==> src/rtl/memc_wr_buffer.sv <==
// memc_wr_buffer: first-word-fall-through write-command FIFO from blake2b to the memory-controller write port.
// Optional MEMC_WR_ALIGN_CHECK_EN: writes with waddr[4:0]!=0 are dropped and flag sticky align_err.
module memc_wr_buffer #(
  parameter int unsigned DEPTH       = 16,
  parameter int unsigned AW          = 4,
  parameter int unsigned FULL_MARGIN = 4
) (
  input  logic         eclk,
  input  logic         rst,
  input  logic         wvalid,
  input  logic [255:0] wdata,
  input  logic [3:0]   wtag,
  input  logic [31:0]  waddr,
  output logic         memc_cmd_full,
  output logic         mc_valid,
  input  logic         mc_ready,
  output logic [255:0] mc_data,
  output logic [3:0]   mc_tag,
  output logic [31:0]  mc_addr,
  output logic [AW:0]  level,
  output logic         overflow
`ifdef MEMC_WR_ALIGN_CHECK_EN
  ,
  output logic         align_err
`endif
);
  localparam int unsigned DW       = 256 + 4 + 32;
  localparam logic [AW:0] DEPTH_L  = (AW+1)'(DEPTH);
  localparam logic [AW:0] THRESH_L = (AW+1)'(DEPTH - FULL_MARGIN);

  logic [DW-1:0] mem_q [DEPTH];
  logic [AW-1:0] wr_ptr_q, wr_ptr_d, rd_ptr_q, rd_ptr_d;
  logic [AW:0]   level_q, level_d;
  logic [DW-1:0] out_q, out_d;
  logic          mc_valid_q, mc_valid_d;
  logic          full_q, full_d;
  logic          overflow_q, overflow_d;
  logic          align_err_q, align_err_d;
  logic          accept_c, push_c, pop_c, out_free_c, ram_empty_c, ram_rd_c, ram_wr_c;
  logic [DW-1:0] win_c;

  // Output register refills from RAM first; an empty RAM lets a new write bypass straight in.
  always_comb begin
    wr_ptr_d    = wr_ptr_q;
    rd_ptr_d    = rd_ptr_q;
    out_d       = out_q;
    mc_valid_d  = mc_valid_q;
    align_err_d = align_err_q;
    win_c       = {wdata, wtag, waddr};
    accept_c    = wvalid;
`ifdef MEMC_WR_ALIGN_CHECK_EN
    accept_c    = wvalid & (waddr[4:0] == 5'd0);
    align_err_d = align_err_q | (wvalid & (waddr[4:0] != 5'd0));
`endif
    pop_c       = mc_valid_q & mc_ready;
    push_c      = accept_c & ((level_q < DEPTH_L) | pop_c);
    out_free_c  = ~mc_valid_q | pop_c;
    ram_empty_c = (level_q == (AW+1)'(mc_valid_q));
    ram_rd_c    = out_free_c & ~ram_empty_c;
    ram_wr_c    = push_c & ~(out_free_c & ram_empty_c);

    if (out_free_c) begin
      if (!ram_empty_c) begin
        out_d      = mem_q[rd_ptr_q];
        mc_valid_d = 1'b1;
      end else if (push_c) begin
        out_d      = win_c;
        mc_valid_d = 1'b1;
      end else begin
        mc_valid_d = 1'b0;
      end
    end
    if (ram_rd_c) rd_ptr_d = rd_ptr_q + AW'(1);
    if (ram_wr_c) wr_ptr_d = wr_ptr_q + AW'(1);

    level_d    = level_q + (AW+1)'(push_c) - (AW+1)'(pop_c);
    full_d     = (level_d >= THRESH_L);
    overflow_d = overflow_q | (wvalid & (level_q == DEPTH_L) & ~pop_c);
  end

  // Storage array carries no reset; only pointers and occupancy define its contents.
  always_ff @(posedge eclk) begin
    if (ram_wr_c) mem_q[wr_ptr_q] <= win_c;
  end

  always_ff @(posedge eclk) begin
    if (rst) begin
      wr_ptr_q    <= '0;
      rd_ptr_q    <= '0;
      level_q     <= '0;
      out_q       <= '0;
      mc_valid_q  <= 1'b0;
      full_q      <= 1'b0;
      overflow_q  <= 1'b0;
      align_err_q <= 1'b0;
    end else begin
      wr_ptr_q    <= wr_ptr_d;
      rd_ptr_q    <= rd_ptr_d;
      level_q     <= level_d;
      out_q       <= out_d;
      mc_valid_q  <= mc_valid_d;
      full_q      <= full_d;
      overflow_q  <= overflow_d;
      align_err_q <= align_err_d;
    end
  end

  assign {mc_data, mc_tag, mc_addr} = out_q;
  assign mc_valid      = mc_valid_q;
  assign level         = level_q;
  assign memc_cmd_full = full_q;
  assign overflow      = overflow_q;
`ifdef MEMC_WR_ALIGN_CHECK_EN
  assign align_err     = align_err_q;
`else
  logic unused_align_c;
  assign unused_align_c = align_err_d;
`endif

endmodule

==> config.mk <==
export PLATFORM = sky130hd
export DESIGN_NAME = memc_wr_buffer
export DESIGN_NICKNAME = d
export VERILOG_FILES = /design/src/rtl/memc_wr_buffer.sv
export SDC_FILE = /design/constraint.sdc
export NUM_CORES = 2
export LEC_CHECK = 0
export ABC_AREA = 0
export BUFFER_PORTS_ARGS = -buffer_cell sky130_fd_sc_hd__buf_4
export CAP_MARGIN = 0
export CORE_MARGIN = 5
export CORE_UTILIZATION = 50
export CTS_CLUSTER_DIAMETER = 80
export DETAILED_ROUTE_END_ITERATION = 8
export PLACE_DENSITY = 0.66
export SYNTH_ARGS = -nofsm -noshare
export SYNTH_HDL_FRONTEND = slang
export SYNTH_MEMORY_MAX_BITS = 65536
export SYNTH_SLANG_ARGS = --single-unit
==> constraint.sdc <==
create_clock -name eclk -period 27.4 [get_ports eclk]
set_input_delay 5.48 -clock eclk [delete_from_list [all_inputs] [get_ports eclk]]
set_output_delay 5.48 -clock eclk [all_outputs]
set_load 0.01 [all_outputs]
==> metrics.txt <==
dpl cells 14,150; Slowest-stage cell, CP buf_4; vias per inst 6.340; XOR/XNOR share of the synthesized area 0.0003223; RD Place Congestion 0.7817; # H-tree levels 6; Least-Margin Pin Slew 1228 ps; initial core utilization 0.5020; Final nets 9,962; Lkg Pwr 67.00 nW; Cells after Synth 8,942; Post-Synth Adder-Cell Area 0.0008289; row cnt 226; Crit Path Max Fanout 51; Top FF cell, synth edfxtp_1; post-CTS sizing 0; vias in the first global route 99,600; drc violations 0; fin cells 15,140; Synth async-reset ratio 0; die area 0.3928 sq mm; Area after DPL 0.2001 sq mm; core box area 0.3789 sq mm; Crit path largest cell delay 860 ps; count of clock tree sinks 4,984; data required time of the worst path 27,990 ps; most area-consuming cells after synthesis edfxtp_1 74%, mux4_2 13%, dfxtp_1 3.3%, mux2i_1 1.3%, a2111oi_0 1.0%; die height 626.8 um; All-Layer GR Usage 0.2453; RR Endpoint mem_q[9][144]; WL final 486,100 um; CTS Buf Count 519; largest net degree at the start of global routing 137; Pwr Total 20.26 mW; Worst-Skew Late Latency 1030 ps; Pwr per Cell Area 93.26 mW/mm^2; Worst-path clk slew 50 ps; design area 0.2173 sq mm; f_max 0.1008 GHz; Tmin final 9917 ps; hold buffers post-CTS 0; maxcap violations 0; Mapped Nets 9,250; DP Wirelength 258,900 um; flop-to-flop setup slack 21,510 ps; Tcrit/Tclk final 0.3619; most used cell, CP buf_4; TritonRoute pass-1 iters 5; share of cells above drive strength 1 0.2765; Reg-to-Reg Start level[2]; Vias 95,970; routed len/inst 32.11 um; largest family of logic cells by synthesized area multiplexers; unrepaired setup endpoints after global routing no; area grow syn2layout 14.23%; worst slack, placed 16,440 ps; endpoints failing setup 0; CP bufs+invs 6; Top delay family on crit path buffers and inverters; Worst Clk Skew 63.80 ps; Hold WC Path Type flip-flop to flip-flop; number of enable flip-flop cells after synthesis 4,672; die width 626.8 um; Max Root-Sink Buffers 4; DR iter-0 viols 10,170; CTS tree done; mapped cell area 0.1902 sq mm; grt total ovfl 0; max-slew violations 0; nature of the critical path endpoint flip-flop; Reg2Reg Depth 11; status complete, no violations; CP cell instances buf_4, inv_1, a21oi_2, nand3_1, nor2_4, buf_4, buf_4, buf_4, buf_4; worst setup margin 17,480 ps; Final Util 0.5734; initial antenna violation count 60; startpoint types primary input; hold path depth 2; Post-CTS Setup Inserts 0; Setup CP Type primary input to flip-flop; Synth Area in Compound Gates 0.04391; Mean Syn Cell Area 21.27 sq um; Synth top area share 0.7376; Hold Fails Final Rpt 0; number of fill cells in the layout 27,310; hold_sp rd_ptr_q[1]; multiplexer area fraction after synthesis 0.1477; Seq/Total Area, Yosys 0.7705; Multi-input gate area 0.04089 sq mm; Worst Path Arrival 10,510 ps; I/O pin count 596; library cell with the largest summed area after synthesis edfxtp_1; post-route ant nets 0; Peak VDD IR 0.1048 mV; first-pass GRT wire length 705,700 um; Yosys cell types 55; post-synthesis simple-gate area fraction 0.02080; setup TNS 0 ps; hold_ws 488.3 ps; #FFs+latches synth 4,984; yosys warns 0; I/O Buffers 595; Slew headroom 0.1814; Register Area 0.1466 sq mm; CTS root buf clkbuf_16
-- power breakdown --
part / total, mW / internal (mW) / leakage (nW) / switching, mW
Clock: 6.96 / 4.01 / 8.28 / 2.95
Sequential: 9.13 / 8.77 / 44.7 / 0.366
Combinational: 4.16 / 1.86 / 14.0 / 2.31
-- state kept, by name (all words and copies together), names as in the netlist, named ones only --
name,flops
overflow,1
rd_ptr_q,4
wr_ptr_q,4
level,5
memc_cmd_full,1
mc_valid,1
mem_q,4672
out_q,292
-- cells in the final DEF (no fill, tap or decap), types with 44 or more instances in the layout --
cell / synthesis / final
clkbuf_16: 0 / 526
nor2_1: 56 / 44
nor2b_1: 217 / 215
clkinv_2: 0 / 64
o21bai_1: 167 / 167
edfxtp_1: 4672 / 4672
dfxtp_1: 312 / 308
a41oi_1: 145 / 145
a2111oi_0: 226 / 216
nand2_1: 240 / 240
mux4_2: 1061 / 1061
mux2i_1: 256 / 256
clkbuf_8: 0 / 52
mux2_2: 145 / 145
clkinv_1: 0 / 62
o21ai_0: 140 / 138
clkbuf_1: 279 / 147
o211ai_1: 106 / 106
buf_4: 75 / 768
o22ai_1: 106 / 105
nor4_1: 121 / 121
a22oi_1: 127 / 127
-- area by class of cell --
class                   instances  area share
flip-flops and latches       4984      0.6746
diodes                         40   0.0004607
well taps                    5016     0.02889
inverters                      13   0.0002707
multi-input cells            3339      0.1882
clock buffers                 725     0.06642
repair buffers                797     0.02919
clock inverters               223     0.01200
-- worst max-delay path by stage --
stage / startpoint / depth (start not counted) / slack, ps / endpoint
2_1_floorplan: mc_ready / 4 / 170 / mem_q[0][0]
3_3_place_gp: wvalid / 9 / 16460 / mem_q[9][150]
3_5_place_dp: wvalid / 9 / 16440 / mem_q[9][150]
4_1_cts: wvalid / 9 / 17540 / mem_q[9][144]
5_1_grt: wvalid / 9 / 17320 / mem_q[9][144]
6_report: wvalid / 9 / 17480 / mem_q[9][144]
-- tightest hold or removal path, delay by kind of cell (launching register included) --
family	cells	cell delay, ps
flops	1	320
simple gates	1	60
compound gates	1	60
-- per-layer routing --
layer  vias up  GRT usage  routed length, um
met5         -          0                257
met4        40    0.08510              16100
met3       855    0.04283              38630
met2      4363     0.4078             243600
met1     51380     0.3305             187500
li1      39330          -                  -
-- synthesized netlist by cell type (56+ instances only) --
master,number
o21ai_0,140
o211ai_1,106
mux2_2,145
a22oi_1,127
dfxtp_1,312
buf_4,75
a2111oi_0,226
nand2_1,240
mux4_2,1061
nor4_1,121
nor2_1,56
clkbuf_1,279
a41oi_1,145
nor2b_1,217
buf_2,185
mux2i_1,256
edfxtp_1,4672
o21bai_1,167
o22ai_1,106
-- kinds of logic (layout without fill, tap and decap cells) --
kind of cell	Yosys count	count (layout)
compound gates	1121	1121
xor+xnor	7	7
fa+ha+maj	12	12
buf+inv	619	1758
flops	4984	4984
mux	1462	1462
other cells	0	40
simple gates	737	737
No activity file was read; power rests on OpenSTA's default activity.
